===== src/rtl/dmem_bus_bridge.sv =====
// -----------------------------------------------------------------------------
// dmem_bus_bridge
//   Bridges the CPU core's single-cycle data-memory request (level MemRead /
//   MemWrite held while stalled) onto a valid/ready data-memory bus with a
//   separate read-response channel. Only one access is in flight at a time.
//   Load data returns to the core through a register. Misaligned accesses,
//   conflicting read+write requests and bus timeouts are reported as a
//   one-cycle pulse on cpu_err.
//
// Ports
//   clk, rst        rising-edge clock, asynchronous active-high reset
//   cpu_addr        byte address from core
//   cpu_wdata       store data from core
//   cpu_mem_read    load request (level)
//   cpu_mem_write   store request (level)
//   cpu_rdata       registered load data to core
//   cpu_stall       core holds its pipeline while high
//   cpu_err         one-cycle pulse, access failed
//   bus_valid       registered request valid
//   bus_we          1 = write, 0 = read
//   bus_addr        word-aligned request address
//   bus_wdata       write data
//   bus_ready       slave accepts the request when bus_valid & bus_ready
//   bus_rvalid      read data valid
//   bus_rdata       read data
// -----------------------------------------------------------------------------
module dmem_bus_bridge #(
   parameter int WIDTH   = 32,
   parameter int TIMEOUT = 16   // cycles allowed in REQ+RSP, >= 2
) (
   input  logic             clk,
   input  logic             rst,
   input  logic [WIDTH-1:0] cpu_addr,
   input  logic [WIDTH-1:0] cpu_wdata,
   input  logic             cpu_mem_read,
   input  logic             cpu_mem_write,
   output logic [WIDTH-1:0] cpu_rdata,
   output logic             cpu_stall,
   output logic             cpu_err,
   output logic             bus_valid,
   output logic             bus_we,
   output logic [WIDTH-1:0] bus_addr,
   output logic [WIDTH-1:0] bus_wdata,
   input  logic             bus_ready,
   input  logic             bus_rvalid,
   input  logic [WIDTH-1:0] bus_rdata
);

   localparam int CNT_W = $clog2(TIMEOUT);
   localparam logic [CNT_W-1:0] CNT_LAST = CNT_W'(TIMEOUT - 1);

   typedef enum logic [2:0] {
      S_IDLE,
      S_REQ,
      S_RSP,
      S_DONE,
      S_ERR
   } state_t;

   state_t           state_q, state_d;
   logic [CNT_W-1:0] cnt_q, cnt_d;
   logic             valid_q, valid_d;
   logic             we_q, we_d;
   logic [WIDTH-1:0] addr_q, addr_d;
   logic [WIDTH-1:0] wdata_q, wdata_d;
   logic [WIDTH-1:0] rdata_q, rdata_d;

   logic req;
   logic bad;
   logic cnt_last;

   assign req      = cpu_mem_read | cpu_mem_write;
   assign bad      = (cpu_mem_read & cpu_mem_write) | (cpu_addr[1:0] != 2'b00);
   assign cnt_last = (cnt_q == CNT_LAST);

   // NOTE: every signal written here gets its hold value first, so no path
   // through the case statement can leave one unassigned and infer a latch.
   always_comb begin
      state_d = state_q;
      cnt_d   = cnt_q;
      valid_d = valid_q;
      we_d    = we_q;
      addr_d  = addr_q;
      wdata_d = wdata_q;
      rdata_d = rdata_q;

      case (state_q)
         S_IDLE: begin
            if (req) begin
               if (bad) begin
                  state_d = S_ERR;
                  rdata_d = '0;
               end else begin
                  state_d = S_REQ;
                  valid_d = 1'b1;
                  we_d    = cpu_mem_write;
                  addr_d  = {cpu_addr[WIDTH-1:2], 2'b00};
                  wdata_d = cpu_wdata;
                  cnt_d   = '0;
               end
            end
         end

         S_REQ: begin
            // A handshake on the last allowed cycle still wins over the timeout.
            if (bus_ready) begin
               valid_d = 1'b0;
               state_d = we_q ? S_DONE : S_RSP;
               // Saturate so a read that handshook on the last cycle times out
               // in its first RSP cycle unless data is already there.
               if (!cnt_last) cnt_d = cnt_q + 1'b1;
            end else if (cnt_last) begin
               valid_d = 1'b0;
               state_d = S_ERR;
               rdata_d = '0;
            end else begin
               cnt_d = cnt_q + 1'b1;
            end
         end

         S_RSP: begin
            if (bus_rvalid) begin
               rdata_d = bus_rdata;
               state_d = S_DONE;
            end else if (cnt_last) begin
               state_d = S_ERR;
               rdata_d = '0;
            end else begin
               cnt_d = cnt_q + 1'b1;
            end
         end

         S_DONE:  state_d = S_IDLE;
         S_ERR:   state_d = S_IDLE;
         default: state_d = S_IDLE;
      endcase
   end

   // NOTE: state registers use non-blocking assignments so every flop samples
   // the pre-edge value of its neighbours, matching real hardware.
   always_ff @(posedge clk or posedge rst) begin
      if (rst) begin
         state_q <= S_IDLE;
         cnt_q   <= '0;
         valid_q <= 1'b0;
         we_q    <= 1'b0;
         addr_q  <= '0;
         wdata_q <= '0;
         rdata_q <= '0;
      end else begin
         state_q <= state_d;
         cnt_q   <= cnt_d;
         valid_q <= valid_d;
         we_q    <= we_d;
         addr_q  <= addr_d;
         wdata_q <= wdata_d;
         rdata_q <= rdata_d;
      end
   end

   // Stall as soon as a request appears in IDLE so the core holds it for the
   // whole access; DONE and ERR release the core for one cycle.
   assign cpu_stall = ((state_q == S_IDLE) & req) | (state_q == S_REQ) | (state_q == S_RSP);
   assign cpu_err   = (state_q == S_ERR);
   assign cpu_rdata = rdata_q;
   assign bus_valid = valid_q;
   assign bus_we    = we_q;
   assign bus_addr  = addr_q;
   assign bus_wdata = wdata_q;

endmodule


===== config.mk =====
export PLATFORM = sky130hd
export DESIGN_NAME = dmem_bus_bridge
export DESIGN_NICKNAME = d
export VERILOG_FILES = /design/src/rtl/dmem_bus_bridge.sv
export SDC_FILE = /design/constraint.sdc
export NUM_CORES = 1
export LEC_CHECK = 0
export ABC_CLOCK_PERIOD_IN_PS = 3600
export CORE_UTILIZATION = 41
export DETAILED_ROUTE_END_ITERATION = 7
export GPL_ROUTABILITY_DRIVEN = 0
export PLACE_DENSITY = 0.89
export SETUP_SLACK_MARGIN = 0.1
export SYNTH_ARGS = -nofsm -noshare
export SYNTH_HDL_FRONTEND = slang
export SYNTH_SLANG_ARGS = --single-unit

===== constraint.sdc =====
create_clock -name clk -period 3.6 [get_ports clk]
set_input_delay 0.54 -clock clk [delete_from_list [all_inputs] [get_ports clk]]
set_output_delay 0.54 -clock clk [all_outputs]
set_load 0.005 [all_outputs]

# Word-level counts from Yosys, hierarchy flattened
# Index checks and enable logic that the tools add are counted.
# totals
out_inout_bits,100
wordCells,56
register_bits,103
in_bits,102
# op_classes
n_addsub,1
n_eq_ne,10
bitwise_logic,7
reduce_logical,8
muxes,23
# ops
op,n
$mux W32,5
$pmux W32 S3,1
$mux W4,4
$mux W3,5
$pmux W4 S3,1
$reduce_and A4 Y1,3
$ne A2 B2 Y1 const B,5
$pmux W3 S3,1
$mux W1,5
$add A4 B1 Y4 const B,1
$eq A4 B4 Y1 const B,1
$or A1 B1 Y1,4
$reduce_bool A2 Y1,2
$eq A3 B1 Y1 const B,1
$eq A3 B2 Y1 const B,1
$eq A3 B3 Y1 const B,1
$logic_not A3 Y1,1
$ne A3 B3 Y1 const B,1
$reduce_and A3 Y1,1
$reduce_bool A3 Y1,1
$and A1 B1 Y1,2
$pmux W1 S2,1
$not A1 Y1,1

# Depth between registers and ports, before layout
# Gate-level depths: netlist of run 1.
# depth
ltp_word,5
ltp_mapped,7
depth_no_buf,5

# Worst setup path before layout of run 1
# No wires, ideal clock.
# synth_timing
path_kind,input port to flip-flop
start,input cpu_addr[1]
end,register addr_q[10] (netlist: bus_addr[10])
setup_time_ns,0.125
slack_ns,1.482
stages,5
t_required_ns,3.475
t_arrival_ns,1.993
cell_sequence,or4_4 or2_4 nor2_8 buf_12 mux2_4
# synth_between
elab_chain_len,4
# synth_lines
element,line,text
from (decl),33,"input logic [WIDTH-1:0] cpu_addr,"
$reduce_bool A2 Y1,73,assign bad = (cpu_mem_read & cpu_mem_write) | (cpu_addr[1:0] != 2'b00);
$or A1 B1 Y1,73,
$not A1 Y1 (no source line),--,
$reduce_and A3 Y1 (no source line),--,
to (signal assigned),155,addr_q <= addr_d;
to (decl),64,"logic [WIDTH-1:0] addr_q, addr_d;"
# No other way between the ends.
# A chain may end at the register's enable or synchronous reset.

# Final worst setup path of run 1
# layout_timing
start,register state_q[0]
end,output cpu_stall
# layout_between
elab_chain_len,4
word_cells_on_any_way,6
# layout_lines
element,line,text
from (decl),60,"state_t state_q, state_d;"
from (signal assigned),151,state_q <= state_d;
$logic_not A3 Y1,163,assign cpu_stall = ((state_q == S_IDLE) & req) | (state_q == S_REQ) | (state_q == S_RSP);
$and A1 B1 Y1,163,
$or A1 B1 Y1,163,
$or A1 B1 Y1 (*),163,
to (decl),38,"output logic cpu_stall,"
# Every way passes the cells marked *; elsewhere a longest branch is shown, timed or not.

==> results.sh, run 1 <==
export IMPL_first_iter_violations=124
export IMPL_postCtsHoldBufs=0
export IMPL_drt_wirelength_per_cell_um=17.0
export IMPL_final_cell_mix="clkdlybuf4s50_1 (199), dfrtp_1 (103), mux2_4 (59)"
export IMPL_cts_buffers=9
export IMPL_peakVddDrop_mv=0.307
export IMPL_rrSetupSlack_ns=1.03
export IMPL_htreeDepth=3
export IMPL_drc_errors=0
export IMPL_drt_total_wl_um=10600
export IMPL_slew_headroom_pct=58.8
export IMPL_grt_pass1_wl_um=16500
export IMPL_critPathTopFamily="flip-flops"
export IMPL_antenna_cells=0
export IMPL_worstSetupStartpointType="flop"
export IMPL_cts_setup_buffers=0
export IMPL_worstReg2RegEnd="bus_wdata[5]$_DFFE_PP0P_"
export IMPL_synthFlopType="dfrtp_1"
export IMPL_crit_start="state_q[0]$_DFFE_PP0N_"
export IMPL_worstHoldPathCells=1
export IMPL_synth_top_area_share_pct=59.0
export IMPL_slowest_delay_ns=0.55
export IMPL_worst_pin_slew_ns=0.618
export IMPL_yosysSeqAreaShare_pct=59.0
export IMPL_fin_tns_setup_ns=0
export IMPL_worst_r2r_cell_count=5
export IMPL_required_ns=3.06
export IMPL_synth_edff_count=0
export IMPL_cts_root_buf="clkbuf_8"
export IMPL_status="completed"
export IMPL_synth_avg_cell_area_um2=15.6
export IMPL_hold_viol_final=0
export IMPL_clockBufferDepth=2
export IMPL_total_leakage_power_nw=2.91
export IMPL_cp_slowest_cell="dfrtp_1"
export IMPL_crit_buf_inv=2
export IMPL_period_minus_slack_ns=2.69
export IMPL_fin_nets=584
export IMPL_path_cells="or2_2, o31ai_1, inv_1, clkdlybuf4s50_1"
export IMPL_design_core_area_mm2=0.0103
export IMPL_worst_path_stages=4
export IMPL_clock_latency_ns=0.35
export IMPL_grt_use_total_pct=19.3
export IMPL_yosys_warnings=0
export IMPL_drv_cap=0
export IMPL_synthesis_area_mm2=0.00437
export IMPL_drt_first_pass_iters=4
export IMPL_num_rows=37
export IMPL_async_flop_share_pct=100
export IMPL_path_clk_slew_ns=0.10
export IMPL_rsz0062_at_grt="false"
export IMPL_worstPathArrival_ns=2.15
export IMPL_tritoncts="yes"
export IMPL_antenna_found_initial=0
export IMPL_hold_ws_ns=0.507
export IMPL_finalCritPeriodShare_pct=74.8
export IMPL_final_util_pct=64.7
export IMPL_min_from="cpu_rdata[26]$_DFFE_PP0P_"
export IMPL_grt_max_degree=52
export IMPL_ys_types=39
export IMPL_netlist_instances=279
export IMPL_start_util_pct=42.3
export IMPL_grt_pass1_vias=3195
export IMPL_place_hpwl_um=7920
export IMPL_slew_violations=0
export IMPL_boundaryPins=202
export IMPL_cts_resized=0
export IMPL_ant_nets=0
export IMPL_whs_endpoint="cpu_rdata[26]$_DFFE_PP0P_"
export IMPL_die_width_um=105
export IMPL_critPathMaxFanout=13
export IMPL_worstHoldPathType="flop to flop"
export IMPL_die_h_um=105
export IMPL_final_common_cell="clkdlybuf4s50_1"
export IMPL_drive_above_1_share_pct=19.8
export IMPL_r2r_start="state_q[2]$_DFFE_PP0N_"
export IMPL_vias_per_cell=4.90
export IMPL_syn2layout_area_growth_pct=52.9
export IMPL_io_buffers=199
export IMPL_ys_ff_latch=103
export IMPL_fmax_mhz=371
export IMPL_end_kind="output pin"
export IMPL_power_density_mw_per_mm2=699
export IMPL_num_vias=3049
export IMPL_path_class="flop to output pin"
export IMPL_setup_violations=0
export IMPL_clock_sinks=103
export IMPL_die_area_mm2=0.0111
export IMPL_grt_overflow=0
export IMPL_clock_skew_ns=0.0117
export IMPL_yosysTopAreaCell="dfrtp_1"
export IMPL_synth_area_leaders="dfrtp_1 (59%), mux2_4 (20%), a22o_1 (6.6%)"
[state kept, by name, indices dropped and copies added (netlist names)]
signal,count
cpu_rdata,32
bus_addr,30
bus_valid,1
bus_we,1
bus_wdata,32
state_q,3
cnt_q,4
[cells by family (layout without fill, tap and decap cells)]
group                      count (synthesis)  count (layout)  synth area share [%]
DFF                                      103             103                  59.0
and+or+nand+nor                           28              28                  3.84
xor gates and xnor gates                   2               2                 0.401
adders and majority gates                  1               1                 0.287
AOI/OAI and AO/OA                         59              59                  10.7
buffers and inverters                     23             229                  4.56
other                                      1               2                0.0859
muxes                                     62              62                  21.1
[synth_stat cells, drive strengths merged (2+ instances only)]
cell and number:
nor3 3, mux2 62, or2 2, buf 15
o22a 2, a21oi 10, xnor2 2, nand2b 3
o21ai 4, nand3 3, dfrtp 103, nand2 4
clkbuf 4, inv 4, and3 2, nor2 7
a22o 33
[area by class of cell]
cell class | count | area, µm²
Tap cell | 136 | 170
Inverter | 4 | 17.5
Clock buffer | 9 | 124
Sequential cell | 103 | 2580
Fill cell | 749 | 3650
Timing Repair Buffer | 209 | 2090
Multi-Input combinational cell | 154 | 1610
Clock inverter | 7 | 87.6
[where the power goes]
part | internal (mW) | switching (mW) | total [mW]
Sequential | 1.59 | 0.306 | 1.90
Clock | 0.337 | 0.411 | 0.748
Combinational | 1.43 | 0.589 | 2.02
[worst max-delay path by stage]
| stage | end | slack, ns |
|---|---|---|
| 2_1_floorplan | bus_addr[10]$_DFFE_PP0P_ | 0.36 |
| 3_3_place_gp | bus_addr[28]$_DFFE_PP0P_ | 0.74 |
| 3_5_place_dp | bus_wdata[5]$_DFFE_PP0P_ | 0.67 |
| 4_1_cts | cpu_stall | 0.86 |
| 5_1_grt | cpu_stall | 0.77 |
| 6_report | cpu_stall | 0.91 |
[per-layer routing]
layer | vias up | track usage (%) | wire length (µm)
met5 | - | 0 | 0
li1 | 1412 | - | -
met4 | 0 | 7.04 | 165
met2 | 152 | 31.8 | 5140
met1 | 1472 | 24.5 | 4530
met3 | 13 | 4.99 | 759
[through the flow]
step | instance area [µm²] | power [mW] | instances | worst slack, ns
floorplan | 4370 | 2.79 | 280 | 0.356
detailed placement | 6460 | 3.96 | 606 | 0.673
finish | 6680 | 4.67 | 622 | 0.906
global route | 6680 | 4.92 | 622 | 0.774
global placement | 6460 | 3.87 | 606 | 0.741
CTS | 6680 | 4.73 | 622 | 0.862
Power figures use the tool's default switching activity.
==> run 2, diff against run 1 <==
--- a/config.mk
+++ b/config.mk
@@ -5,7 +5,7 @@
 export SDC_FILE = /design/constraint.sdc
 export NUM_CORES = 1
 export LEC_CHECK = 0
-export ABC_CLOCK_PERIOD_IN_PS = 3600
+export ABC_CLOCK_PERIOD_IN_PS = 2550
 export CORE_UTILIZATION = 41
 export DETAILED_ROUTE_END_ITERATION = 7
 export GPL_ROUTABILITY_DRIVEN = 0
==> constraint.sdc (replaced) <==
create_clock -name clk -period 2.55 [get_ports clk]
set_input_delay 0.3825 -clock clk [delete_from_list [all_inputs] [get_ports clk]]
set_output_delay 0.3825 -clock clk [all_outputs]
set_load 0.005 [all_outputs]
==> results.sh, run 2 (synthesized netlist as in run 1, its figures left out) <==
export IMPL_status="completed"
export IMPL_stdcell_count=626
export IMPL_clock_latency_ns=0.36
export IMPL_dp_cells=609
export IMPL_slew_violations=0
export IMPL_switching_share_pct=28.4
export IMPL_total_leakage_power_nw=2.94
export IMPL_grt_max_degree=66
export IMPL_fin_tns_setup_ns=0
export IMPL_r2r_start="state_q[1]$_DFFE_PP0N_"
export IMPL_start_util_pct=42.3
export IMPL_postCtsHoldBufs=0
export IMPL_die_width_um=105
export IMPL_clockPowerShare_pct=14.1
export IMPL_tritoncts="yes"
export IMPL_cts_buffers=9
export IMPL_antenna_cells=0
export IMPL_pwr_share_seq_pct=40.0
export IMPL_boundaryPins=202
export IMPL_required_ns=2.78
export IMPL_setup_slack_ns=0.347
export IMPL_vias_per_cell=4.90
export IMPL_total_power_mw=6.57
export IMPL_hold_viol_final=0
export IMPL_cts_root_buf="clkbuf_8"
export IMPL_final_cell_mix="clkdlybuf4s50_1 (198), dfrtp_1 (103), mux2_4 (59)"
export IMPL_clock_skew_ns=0.0143
export IMPL_clock_sinks=103
export IMPL_peakVddDrop_mv=0.485
export IMPL_grt_pass1_wl_um=16600
export IMPL_setup_violations=0
export IMPL_drv_cap=0
export IMPL_grt_pass1_vias=3241
export IMPL_critPathMaxFanout=27
export IMPL_first_iter_violations=142
export IMPL_ant_nets=0
export IMPL_drt_total_wl_um=10700
export IMPL_worstHoldPathType="input pin to asynchronous set/reset pin"
export IMPL_htreeDepth=3
export IMPL_grt_overflow=0
export IMPL_crit_start="state_q[1]$_DFFE_PP0N_"
export IMPL_final_common_cell="clkdlybuf4s50_1"
export IMPL_dp_slack_ns=0.0666
export IMPL_num_rows=37
export IMPL_clockBufferDepth=2
export IMPL_syn2layout_area_growth_pct=54.0
export IMPL_internal_power_mw=4.71
export IMPL_design_core_area_mm2=0.0103
export IMPL_drc_errors=0
export IMPL_period_minus_slack_ns=2.20
export IMPL_power_density_mw_per_mm2=978
export IMPL_hold_ws_ns=0.495
export IMPL_fin_nets=589
export IMPL_place_hpwl_um=7990
export IMPL_end_kind="flop"
export IMPL_worstSetupStartpointType="flop"
export IMPL_fmax_mhz=454
export IMPL_antenna_found_initial=0
export IMPL_path_class="flop to flop"
export IMPL_die_area_mm2=0.0111
export IMPL_comb_power_share_pct=45.9
export IMPL_num_vias=3069
export IMPL_grt_use_total_pct=19.5
export IMPL_path_clk_slew_ns=0.10
export IMPL_drt_wirelength_per_cell_um=17.2
export IMPL_drt_first_pass_iters=4
export IMPL_worstPathArrival_ns=2.44
export IMPL_rsz0062_at_grt="false"
export IMPL_drive_above_1_share_pct=20.6
export IMPL_die_h_um=105
export IMPL_finalCritPeriodShare_pct=86.4
export IMPL_switchingPower_mw=1.86
export IMPL_io_buffers=199
==> run 2: cell count changes in the layout (fill, tap and decap cells not counted), sizes merged <==
cell,change
dlymetal6s2s,+1
buf,+5
clkdlybuf4s50,-1
bufinv,-1
clkinvlp,+1
inv,-1
==> run 2: final timing paths <==
| kind | to | slack (ns) | cells past startpoint |
|---|---|---|---|
| worst max-delay path | bus_addr[13]$_DFFE_PP0P_ | 0.35 | 6 |
| worst min-delay path | bus_wdata[18]$_DFFE_PP0P_ | 0.50 | 3 |
| worst max register to register | bus_addr[13]$_DFFE_PP0P_ | 0.35 | 6 |
| worst min register to register | cpu_rdata[7]$_DFFE_PP0P_ | 0.51 | 1 |
| max in group asynchronous | bus_wdata[22]$_DFFE_PP0P_ | 1.67 | 3 |
| min in group clk | cpu_rdata[7]$_DFFE_PP0P_ | 0.51 | 1 |
==> run 2: per-stage QoR <==
stage	utilization [%]	instance area (µm²)
after global routing	65.1	6720
final	65.1	6720
after detailed placement	63.1	6510
after CTS	64.9	6700
after floorplan	-	4370
after global placement	63.1	6510
==> run 2: what timing repair did <==
item,in CTS,in global routing
setup buffers,0,2
setup endpoints to repair,1,1
gates resized for setup,1,2
pin swaps,0,1
==> run 2: critical path, cell delays in order (launching register included) <==
cell and delay [ns]:
dfrtp_1 0.40, buf_4 0.13, or4_4 0.54, or2_4 0.28, nor2_8 0.15, buf_12 0.25, mux2_4 0.32
==> run 2: final cells by class <==
| class | count | area, µm² |
|---|---|---|
| Fill cell | 737 | 3600 |
| Sequential cell | 103 | 2580 |
| Timing Repair Buffer | 214 | 2160 |
| Multi-Input combinational cell | 154 | 1620 |
| Tap cell | 136 | 170 |
| Clock buffer | 9 | 124 |
| Clock inverter | 6 | 52.6 |
| Inverter | 4 | 18.8 |
==> run 2: per-layer routing <==
| layer | global-route usage, % | share of wire (%) | wire [µm] | up-vias |
|---|---|---|---|---|
| li1 | - | - | - | 1420 |
| met5 | 0 | 0 | 0 | - |
| met1 | 23.7 | 41 | 4460 | 1482 |
| met4 | 6.14 | 1.5 | 164 | 0 |
| met2 | 33.6 | 50 | 5360 | 152 |
| met3 | 5.05 | 7.1 | 764 | 15 |
==> run 2: power by group through the flow <==
stage	sequential (mW)	combinational (mW)	clock [mW]
finish	2.63	3.01	0.929
global route	2.70	3.20	1.04
CTS	2.63	3.02	0.975
detailed placement	2.65	3.00	0
global placement	2.63	2.91	0
floorplan	2.65	1.29	0
==> run 3, diff against run 2 <==
--- a/config.mk
+++ b/config.mk
@@ -6,9 +6,11 @@
 export NUM_CORES = 1
 export LEC_CHECK = 0
 export ABC_CLOCK_PERIOD_IN_PS = 2550
+export CORE_ASPECT_RATIO = 1.4
 export CORE_UTILIZATION = 41
 export DETAILED_ROUTE_END_ITERATION = 7
 export GPL_ROUTABILITY_DRIVEN = 0
+export GPL_TIMING_DRIVEN = 0
 export PLACE_DENSITY = 0.89
 export SETUP_SLACK_MARGIN = 0.1
 export SYNTH_ARGS = -nofsm -noshare
==> results.sh, run 3 (synthesized netlist as in run 1, its figures left out) <==
export IMPL_cp_slowest_cell="clkdlybuf4s50_1"
export IMPL_vias_per_cell=5.03
export IMPL_slew_headroom_pct=62.1
export IMPL_io_buffers=198
export IMPL_die_width_um=89.2
export IMPL_cts_root_buf="clkbuf_16"
export IMPL_grt_use_total_pct=21.3
export IMPL_switchingPower_mw=1.91
export IMPL_fin_tns_setup_ns=0
export IMPL_first_iter_violations=112
export IMPL_power_density_mw_per_mm2=1030
export IMPL_rsz0062_at_grt="false"
export IMPL_drt_first_pass_iters=4
export IMPL_slowest_delay_ns=0.44
export IMPL_clock_latency_ns=0.34
export IMPL_drt_total_wl_um=11600
export IMPL_r2r_start="state_q[1]$_DFFE_PP0N_"
export IMPL_drt_wirelength_per_cell_um=18.2
export IMPL_start_util_pct=42.2
export IMPL_final_cell_mix="clkdlybuf4s50_1 (198), dfrtp_1 (103), mux2_4 (59)"
export IMPL_comb_power_share_pct=42.6
export IMPL_peakVddDrop_mv=0.538
export IMPL_hold_viol_final=0
export IMPL_clockPowerShare_pct=20.7
export IMPL_crit_buf_inv=3
export IMPL_num_vias=3202
export IMPL_path_class="flop to output pin"
export IMPL_tritoncts="yes"
export IMPL_pwr_share_seq_pct=36.7
export IMPL_final_common_cell="clkdlybuf4s50_1"
export IMPL_period_minus_slack_ns=2.36
export IMPL_dp_slack_ns=-0.000220
export IMPL_drc_errors=0
export IMPL_dp_cells=618
export IMPL_boundaryPins=202
export IMPL_worstSetupStartpointType="flop"
export IMPL_setup_violations=0
export IMPL_final_util_pct=66.9
export IMPL_slew_violations=0
export IMPL_die_area_mm2=0.0111
export IMPL_path_cells="clkbuf_4, or2_2, o31ai_4, inv_1, clkdlybuf4s50_1"
export IMPL_num_rows=44
export IMPL_cts_buffers=9
export IMPL_fill_cells=775
export IMPL_required_ns=2.17
export IMPL_die_h_um=124
export IMPL_fmax_mhz=424
export IMPL_setup_slack_ns=0.190
export IMPL_path_clk_slew_ns=0.07
export IMPL_total_leakage_power_nw=3.02
export IMPL_status="completed"
export IMPL_drive_above_1_share_pct=20.9
export IMPL_worstPathArrival_ns=1.98
export IMPL_worst_pin_slew_ns=0.564
export IMPL_syn2layout_area_growth_pct=58.6
export IMPL_antenna_found_initial=0
export IMPL_design_core_area_mm2=0.0103
export IMPL_crit_start="state_q[0]$_DFFE_PP0N_"
export IMPL_switching_share_pct=26.8
export IMPL_stdcell_count=636
export IMPL_drv_cap=0
export IMPL_grt_pass1_wl_um=17500
export IMPL_finalCritPeriodShare_pct=92.6
export IMPL_grt_max_degree=46
export IMPL_antenna_cells=0
export IMPL_clock_sinks=103
export IMPL_ant_nets=0
export IMPL_fin_nets=596
export IMPL_hold_ws_ns=0.446
export IMPL_internal_power_mw=5.23
export IMPL_grt_overflow=0
export IMPL_worstHoldPathType="input pin to asynchronous set/reset pin"
export IMPL_critPathMaxFanout=10
export IMPL_htreeDepth=3
export IMPL_clock_skew_ns=0.00615
export IMPL_clockBufferDepth=2
export IMPL_place_hpwl_um=8570
export IMPL_grt_pass1_vias=3373
export IMPL_end_kind="output pin"
export IMPL_critPathTopFamily="buffers and inverters"
-- run 3: cell count changes in the layout (fill, tap and decap cells not counted), moves of 2 or more --
cell	delta
clkbuf_8	-8
bufinv_16	+2
buf_4	-7
inv_6	-2
clkbuf_16	+9
buf_12	+4
buf_2	+6
clkbuf_1	+4
-- run 3: final timing paths --
check / to / slack (ns) / cells after the start
min: bus_wdata[28]$_DFFE_PP0P_ / 0.45 / 2
max reg2reg: bus_addr[17]$_DFFE_PP0P_ / 0.39 / 5
min in group clk: cpu_rdata[23]$_DFFE_PP0P_ / 0.50 / 1
max in group asynchronous: cpu_rdata[6]$_DFFE_PP0P_ / 1.50 / 3
min reg2reg: cpu_rdata[23]$_DFFE_PP0P_ / 0.50 / 1
max: cpu_stall / 0.19 / 5
-- run 3: final cells by class --
cell class,count,area (µm²),area share (%)
Timing Repair Buffer,202,2040,29.4
Clock buffer,11,243,3.51
Inverter,4,18.8,0.271
Clock inverter,5,81.3,1.17
Tap cell,138,173,2.49
Sequential cell,103,2580,37.2
Multi-Input combinational cell,154,1610,23.2
Buffer,19,188,2.71
-- run 3: power by group through the flow --
stage	clock (mW)	combinational, mW	sequential, mW
4_1_cts	1.52	3.07	2.62
5_1_grt	1.58	3.26	2.68
6_report	1.48	3.04	2.62
3_5_place_dp	0	3.01	2.64
2_1_floorplan	0	1.29	2.65
3_3_place_gp	0	2.93	2.59
-- run 3: per-stage QoR --
step / area [µm²] / power, mW
after global placement: 6530 / 5.53
after global routing: 6920 / 7.52
after CTS: 6920 / 7.21
after floorplan: 4370 / 3.93
final: 6920 / 7.14
after detailed placement: 6570 / 5.65
-- run 3: metal layers --
metal	vias to the layer above	GRT usage (%)	wire length, µm
li1	1442	-	-
met1	1600	24.5	4300
met2	137	37.2	6160
met3	23	5.04	769
met4	0	9.72	321
met5	-	0	0
-- run 3: timing repair --
action,CTS,global route
pin swaps,1,1
hold buffers,0,0
gates resized for setup,4,0
setup endpoints to repair,1,1
setup buffers,2,0
